===== src/rtl/systolic_ctrl.sv =====
// Sequencer for a weight-stationary systolic array.
// Weight load, skewed input streaming and drain, with a done pulse.
module systolic_ctrl #(
    parameter int ROWS    = 4,
    parameter int COLS    = 4,
    parameter int K_WIDTH = 16
) (
    input  logic               clk,
    input  logic               reset,
    input  logic               start,
    input  logic [K_WIDTH-1:0] num_vec,
    input  logic               hold,
    output logic [ROWS-1:0]    wgt_wen,
    output logic               pe_en,
    output logic [ROWS-1:0]    in_valid,
    output logic [K_WIDTH-1:0] in_idx,
    output logic [COLS-1:0]    out_valid,
    output logic               busy,
    output logic               done
);

    localparam int L  = ROWS + COLS - 1;
    localparam int PW = $clog2(ROWS + COLS);

    typedef enum logic [2:0] {
        IDLE,
        LOAD,
        STREAM,
        DRAIN,
        FIN
    } state_t;

    state_t             state, state_d;
    logic [PW-1:0]      ph, ph_d;
    logic [K_WIDTH-1:0] idx, idx_d;
    logic [K_WIDTH-1:0] nv, nv_d;
    logic [L-1:0]       sk;
    logic               streaming;

    assign streaming = (state == STREAM);

    always_ff @(posedge clk or negedge reset) begin
        if (!reset) begin
            state <= IDLE;
            ph    <= '0;
            idx   <= '0;
            nv    <= '0;
            sk    <= '0;
        end else begin
            state <= state_d;
            ph    <= ph_d;
            idx   <= idx_d;
            nv    <= nv_d;
            // One hop per PE register stage; frozen while held.
            if (!hold) begin
                sk <= {sk[L-2:0], streaming};
            end
        end
    end

    always_comb begin
        state_d = state;
        ph_d    = ph;
        idx_d   = idx;
        nv_d    = nv;
        if (!hold) begin
            unique case (state)
                IDLE: begin
                    if (start && (num_vec != '0)) begin
                        state_d = LOAD;
                        nv_d    = num_vec;
                        ph_d    = '0;
                    end
                end
                LOAD: begin
                    if (ph == PW'(ROWS - 1)) begin
                        state_d = STREAM;
                        ph_d    = '0;
                    end else begin
                        ph_d = ph + PW'(1);
                    end
                end
                STREAM: begin
                    if (idx == nv - K_WIDTH'(1)) begin
                        state_d = DRAIN;
                        idx_d   = '0;
                    end else begin
                        idx_d = idx + K_WIDTH'(1);
                    end
                end
                DRAIN: begin
                    if (ph == PW'(L - 1)) begin
                        state_d = FIN;
                        ph_d    = '0;
                    end else begin
                        ph_d = ph + PW'(1);
                    end
                end
                FIN: begin
                    state_d = IDLE;
                end
                default: begin
                    state_d = IDLE;
                end
            endcase
        end
    end

    always_comb begin
        wgt_wen   = '0;
        pe_en     = 1'b0;
        in_valid  = '0;
        out_valid = '0;
        done      = 1'b0;
        busy      = (state != IDLE);
        in_idx    = idx;
        if (!hold) begin
            if (state == LOAD) begin
                wgt_wen = {{(ROWS-1){1'b0}}, 1'b1} << ph;
            end
            pe_en     = (state == STREAM) || (state == DRAIN);
            in_valid  = {sk[ROWS-2:0], streaming};
            out_valid = sk[L-1:ROWS-1];
            done      = (state == FIN);
        end
    end

endmodule


===== config.mk =====
export PLATFORM = sky130hd
export DESIGN_NAME = systolic_ctrl
export DESIGN_NICKNAME = d
export VERILOG_FILES = /design/src/rtl/systolic_ctrl.sv
export SDC_FILE = /design/constraint.sdc
export NUM_CORES = 1
export LEC_CHECK = 0
export CORE_MARGIN = 10
export CORE_UTILIZATION = 52
export DETAILED_ROUTE_END_ITERATION = 8
export PLACE_DENSITY = 0.79
export SETUP_SLACK_MARGIN = 0.02
export SLEW_MARGIN = 30
export SYNTH_ARGS = -nofsm -noshare
export SYNTH_HDL_FRONTEND = slang
export SYNTH_SLANG_ARGS = --single-unit

===== constraint.sdc =====
create_clock -name clk -period 3.8 [get_ports clk]
set_clock_uncertainty 0.1 [all_clocks]
set_input_delay 0.95 -clock clk [delete_from_list [all_inputs] [get_ports clk]]
set_output_delay 0.95 -clock clk [all_outputs]
set_load 0.02 [all_outputs]

**Word-level counts from Yosys, hierarchy flattened**

Cells that the tools add are included.

- Shifts and indexed selects: 1
- Reductions and logical operators: 10
- Bitwise gates (word level): 1
- Add/sub/neg operators: 3
- Equality and inequality tests: 11
- Mux-type cells: 16

Operators with widths:

| kind | number |
|---|---|
| 3-bit two-way mux | 7 |
| 16-bit by 1-bit adder with 16-bit output, second input constant | 1 |
| 16-bit == test | 1 |
| 16-bit two-way mux | 1 |
| 4-bit two-way mux | 4 |
| 16-bit nonzero test | 1 |
| 16-bit by 1-bit subtractor with 16-bit output, second input constant | 1 |
| 3-bit case mux with 4 select lines | 1 |
| 3-bit by 2-bit == test with 1-bit output, second input constant | 3 |
| 3-bit case mux with 3 select lines | 1 |
| 3-bit == test, second input constant | 2 |
| 2-bit inequality test, second input constant | 3 |
| 3-bit AND reduction | 2 |
| 3-bit nonzero test | 2 |
| 5-bit AND reduction | 1 |
| 1-bit by 3-bit << shifter with 4-bit output, first input constant | 1 |
| 3-bit by 1-bit adder with 3-bit output, second input constant | 1 |
| 3-bit by 1-bit == test with 1-bit output, second input constant | 1 |
| 3-bit logical NOT | 1 |
| 1-bit two-way mux | 2 |
| 2-bit by 1-bit inequality test with 1-bit output, second input constant | 1 |
| 2-bit AND reduction | 1 |
| 1-bit logical AND | 1 |
| 1-bit logical OR | 1 |
| 1-bit inverter | 1 |

- Output and inout bits: 31
- Logic and storage cells: 47
- Register bits: 45

**Logic depth before layout (Yosys ltp)**

- Depth after elaboration: 4
- Mapped depth: 12
- Depth with buffers taken out: 10

**Worst setup path after synthesis**

Ideal clock, no wire load.

- Path type: input to output
- From: in hold
- To: out done
- Cell stages on the path: 3
- Data arrival time: 2.090 ns
- Data required time: 2.750 ns
- Buffers on the path: 2
- Slack: 0.660 ns
- Path through: clkbuf_1 clkbuf_1 nor4b_1

- Word-level cells in the longest chain between the ends: 1

RTL lines:

| what | line | text |
|---|---|---|
| from (decl) | 12 | `input logic hold,` |
| 1-bit two-way mux | 117 | `if (!hold) begin` |
| to (decl) | 19 | `output logic done` |

No other way between the ends.

**Worst setup path after layout**

- From: in hold
- To: out in_valid[0]

- Word-level cells in the longest chain between the ends: 1

RTL lines:

| what | line | text |
|---|---|---|
| 4-bit two-way mux | 117 |  |
| to (decl) | 15 | `output logic [ROWS-1:0] in_valid,` |

No other way between the ends.

==> results.md <==
- Area of the mapped netlist: 0.00285 mm^2
- CTS tree: built
- Core Box Area: 0.00520 mm^2
- GRT busiest layer: met2
- I/O pin cnt: 51
- Wirelength per Cell: 16.0 um
- Pin count of the biggest net entering global routing: 46
- Syn_area_per_cell: 9.48 um^2
- Slew Limit Fails: 0
- Distinct cells, synth: 50
- H-tree depth: 2
- Die Span Y: 94.1 um
- FF-to-FF setup slack: 0.54 ns
- Worst Setup Start Kind: input pin
- CP Launch Point: hold
- CTS sink cnt: 45
- Ys flop type: dfrtp_1
- Final Critical Period: 3.72 ns
- HPWL after DPL: 5.11 mm
- Post-DRT Antenna Nets: 0
- Synth area leaders: dfrtp_1 (39%), mux2_2 (6.3%), xnor2_1 (5.2%)
- First-pass GRT wire length: 11.2 mm
- Initial antenna violation count: 0
- Total Routing Usage GR: 15.4%
- Critical path endpoint category: output pin
- Power Total: 2300 uW
- Number of flops mapped to enable cells by yosys: 0
- Ys Warns: 0
- Starting density of the core: 54.8%
- Vias per inst: 5.68
- Worst Tran Pin Value: 0.682 ns
- Gr ovfl total: 0
- Deepest clock path buffer count: 2
- CTS resizes: 0
- DRT iter0 DRCs: 175
- Slew HR: 54.0%
- Routing usage on met2: 25.5%
- Hold buffers post-CTS: 0
- Crit path DAT: 2.67 ns
- Total iterations of the first detailed-routing run: 4
- GR Util met3: 5.68%
- Register area share after synthesis: 39.5%
- Maximum vdd ir drop: 0.000361 V
- RSZ-0062 raised after global routing: no
- Outcome: complete, no violations
- Commonest non-fill, non-tap cell in the layout: clkdlybuf4s50_1
- Vias in the first global route: 2378
- CP Data Required Time: 2.75 ns
- DR vias: 2382
- Final Hold Fails: 0
- Seq cells post-synth: 45
- Cell taking the most area after synthesis: dfrtp_1
- Worst skew pair latency: 0.30 ns
- IO buf count: 50
- Area share of the largest cell type after synthesis: 39.5%
- Worst hold path class: reg2reg
- FMAX: 0.268 GHz
- Most frequent cells in the layout: clkdlybuf4s50_1 (49), dfrtp_1 (45), nor2_1 (29), nand2_1 (25), xnor2_1 (17)
- RD Place Congestion: 0.878
- Post-CTS setup buffers: 0
- Post-Syn Nets: 329
- Critical path fanouts, max: 3
- Die width: 94.1 um
- Worst Reg-to-Reg Cells: 11
- Leak: 0.00150 uW
- Setup violators final: 0
- Fin Setup TNS: 0 ns
- FF-to-FF End: in_idx[3]
- Die area: 0.00885 mm^2
- FFs w/ async S/R, synth: 100%
- Core Util, Final: 67.7%
- Residual DRC: 0
- Pwr per Cell Area: 652 mW/mm^2
- Net count reported at finish: 376
- CP Capture Point: in_valid[0]
- Area grow syn2layout: 23.5%
- Antenna diode count: 0
- Routed WL: 6.69 mm
- Row count: 26
- Worst-path clk slew: 0.09 ns
- Ratio of cells with drive above 1 in the final layout: 12.6%
- Cell count after synthesis: 301
- Final period util: 98.0%
- Crit Path Category: in2out
- Met1 usage: 18.2%
- Max-Cap Viols: 0
- CTS Buf Count: 5
- Root Driver: clkbuf_8
- Worst r2r src: nv[0]
-- Yosys cell counts, types with 2 or more instances --
master,n
o31ai_1,2
mux2i_1,6
nor4_1,7
or4_4,2
a21oi_1,7
and3_1,7
xnor2_1,17
clkbuf_1,11
a21o_1,6
dfrtp_1,45
a31oi_1,2
nand3_1,7
ha_1,8
nand2_1,25
nand4_1,10
or3_1,4
mux2_2,16
or4_1,2
buf_6,2
inv_1,11
and2_1,3
nor2b_1,12
xor2_1,15
o211ai_1,2
a211o_1,3
nand2b_1,2
nor3_1,6
buf_2,2
nor2_1,29
o21ai_0,10
-- metal layers --
metal / share of wire, % / vias up
li1: - / 1148
met1: 43 / 1165
met2: 48 / 61
met3: 8.3 / 8
met4: 1.0 / 0
met5: 0 / -
-- how the worst min path moves through the flow --
stage	from	endpoint	slack, ns	cells after the start
after floorplan	sk[0]	sk[0]	0.34	2
after global placement	sk[1]	sk[1]	0.36	1
after detailed placement	sk[1]	sk[1]	0.36	1
after CTS	sk[1]	sk[1]	0.38	1
after global routing	sk[1]	sk[1]	0.40	1
final	sk[1]	sk[1]	0.38	1
-- logic make-up after synthesis --
logic type               after synthesis  synth area share (%)
AO/OA/AOI/OAI                         40                  9.95
multiplexers                          22                  8.42
adder cells (fa/ha/maj)                8                  3.51
buffers and inverters                 27                  4.30
flip-flops                            45                  39.5
AND/OR/NAND/NOR                      127                  24.6
XOR/XNOR                              32                  9.82
-- flip-flops by register name (all words and copies together), names as in the netlist --
signal,cells
in_idx,16
nv,16
sk,7
ph,3
state,3
-- layout make-up --
cell class	instances	area, um^2
fillers	428	1680
clock inverters	2	37.5
clock buffers	6	82.6
well taps	70	87.6
multi-input cells	229	1610
repair buffers	56	543
inverters	11	41.3
flip-flops and latches	45	1130
-- through the flow --
stage / hold slack (ns) / cells / area [um^2] / worst slack [ns]
4_1_cts: 0.381 / 419 / 3520 / 0.0774
3_3_place_gp: 0.358 / 411 / 3400 / 0.102
5_1_grt: 0.397 / 419 / 3520 / 0.0236
3_5_place_dp: 0.361 / 411 / 3400 / 0.0785
2_1_floorplan: 0.343 / 301 / 2850 / 0.660
6_report: 0.382 / 419 / 3520 / 0.0753
-- worst max-delay path, stage by stage --
cell and delay (ns):
clkdlybuf4s50_1 0.44, nand2b_1 0.19, or3_1 0.36, inv_1 0.12
clkdlybuf4s50_1 0.62
-- power breakdown --
part	leakage (uW)	total, uW	internal, uW	switching, uW
clock network	0.0000574	381	214	168
registers	0.000575	904	632	272
logic	0.000871	1010	513	497
No activity file was read; power rests on OpenSTA's default activity.
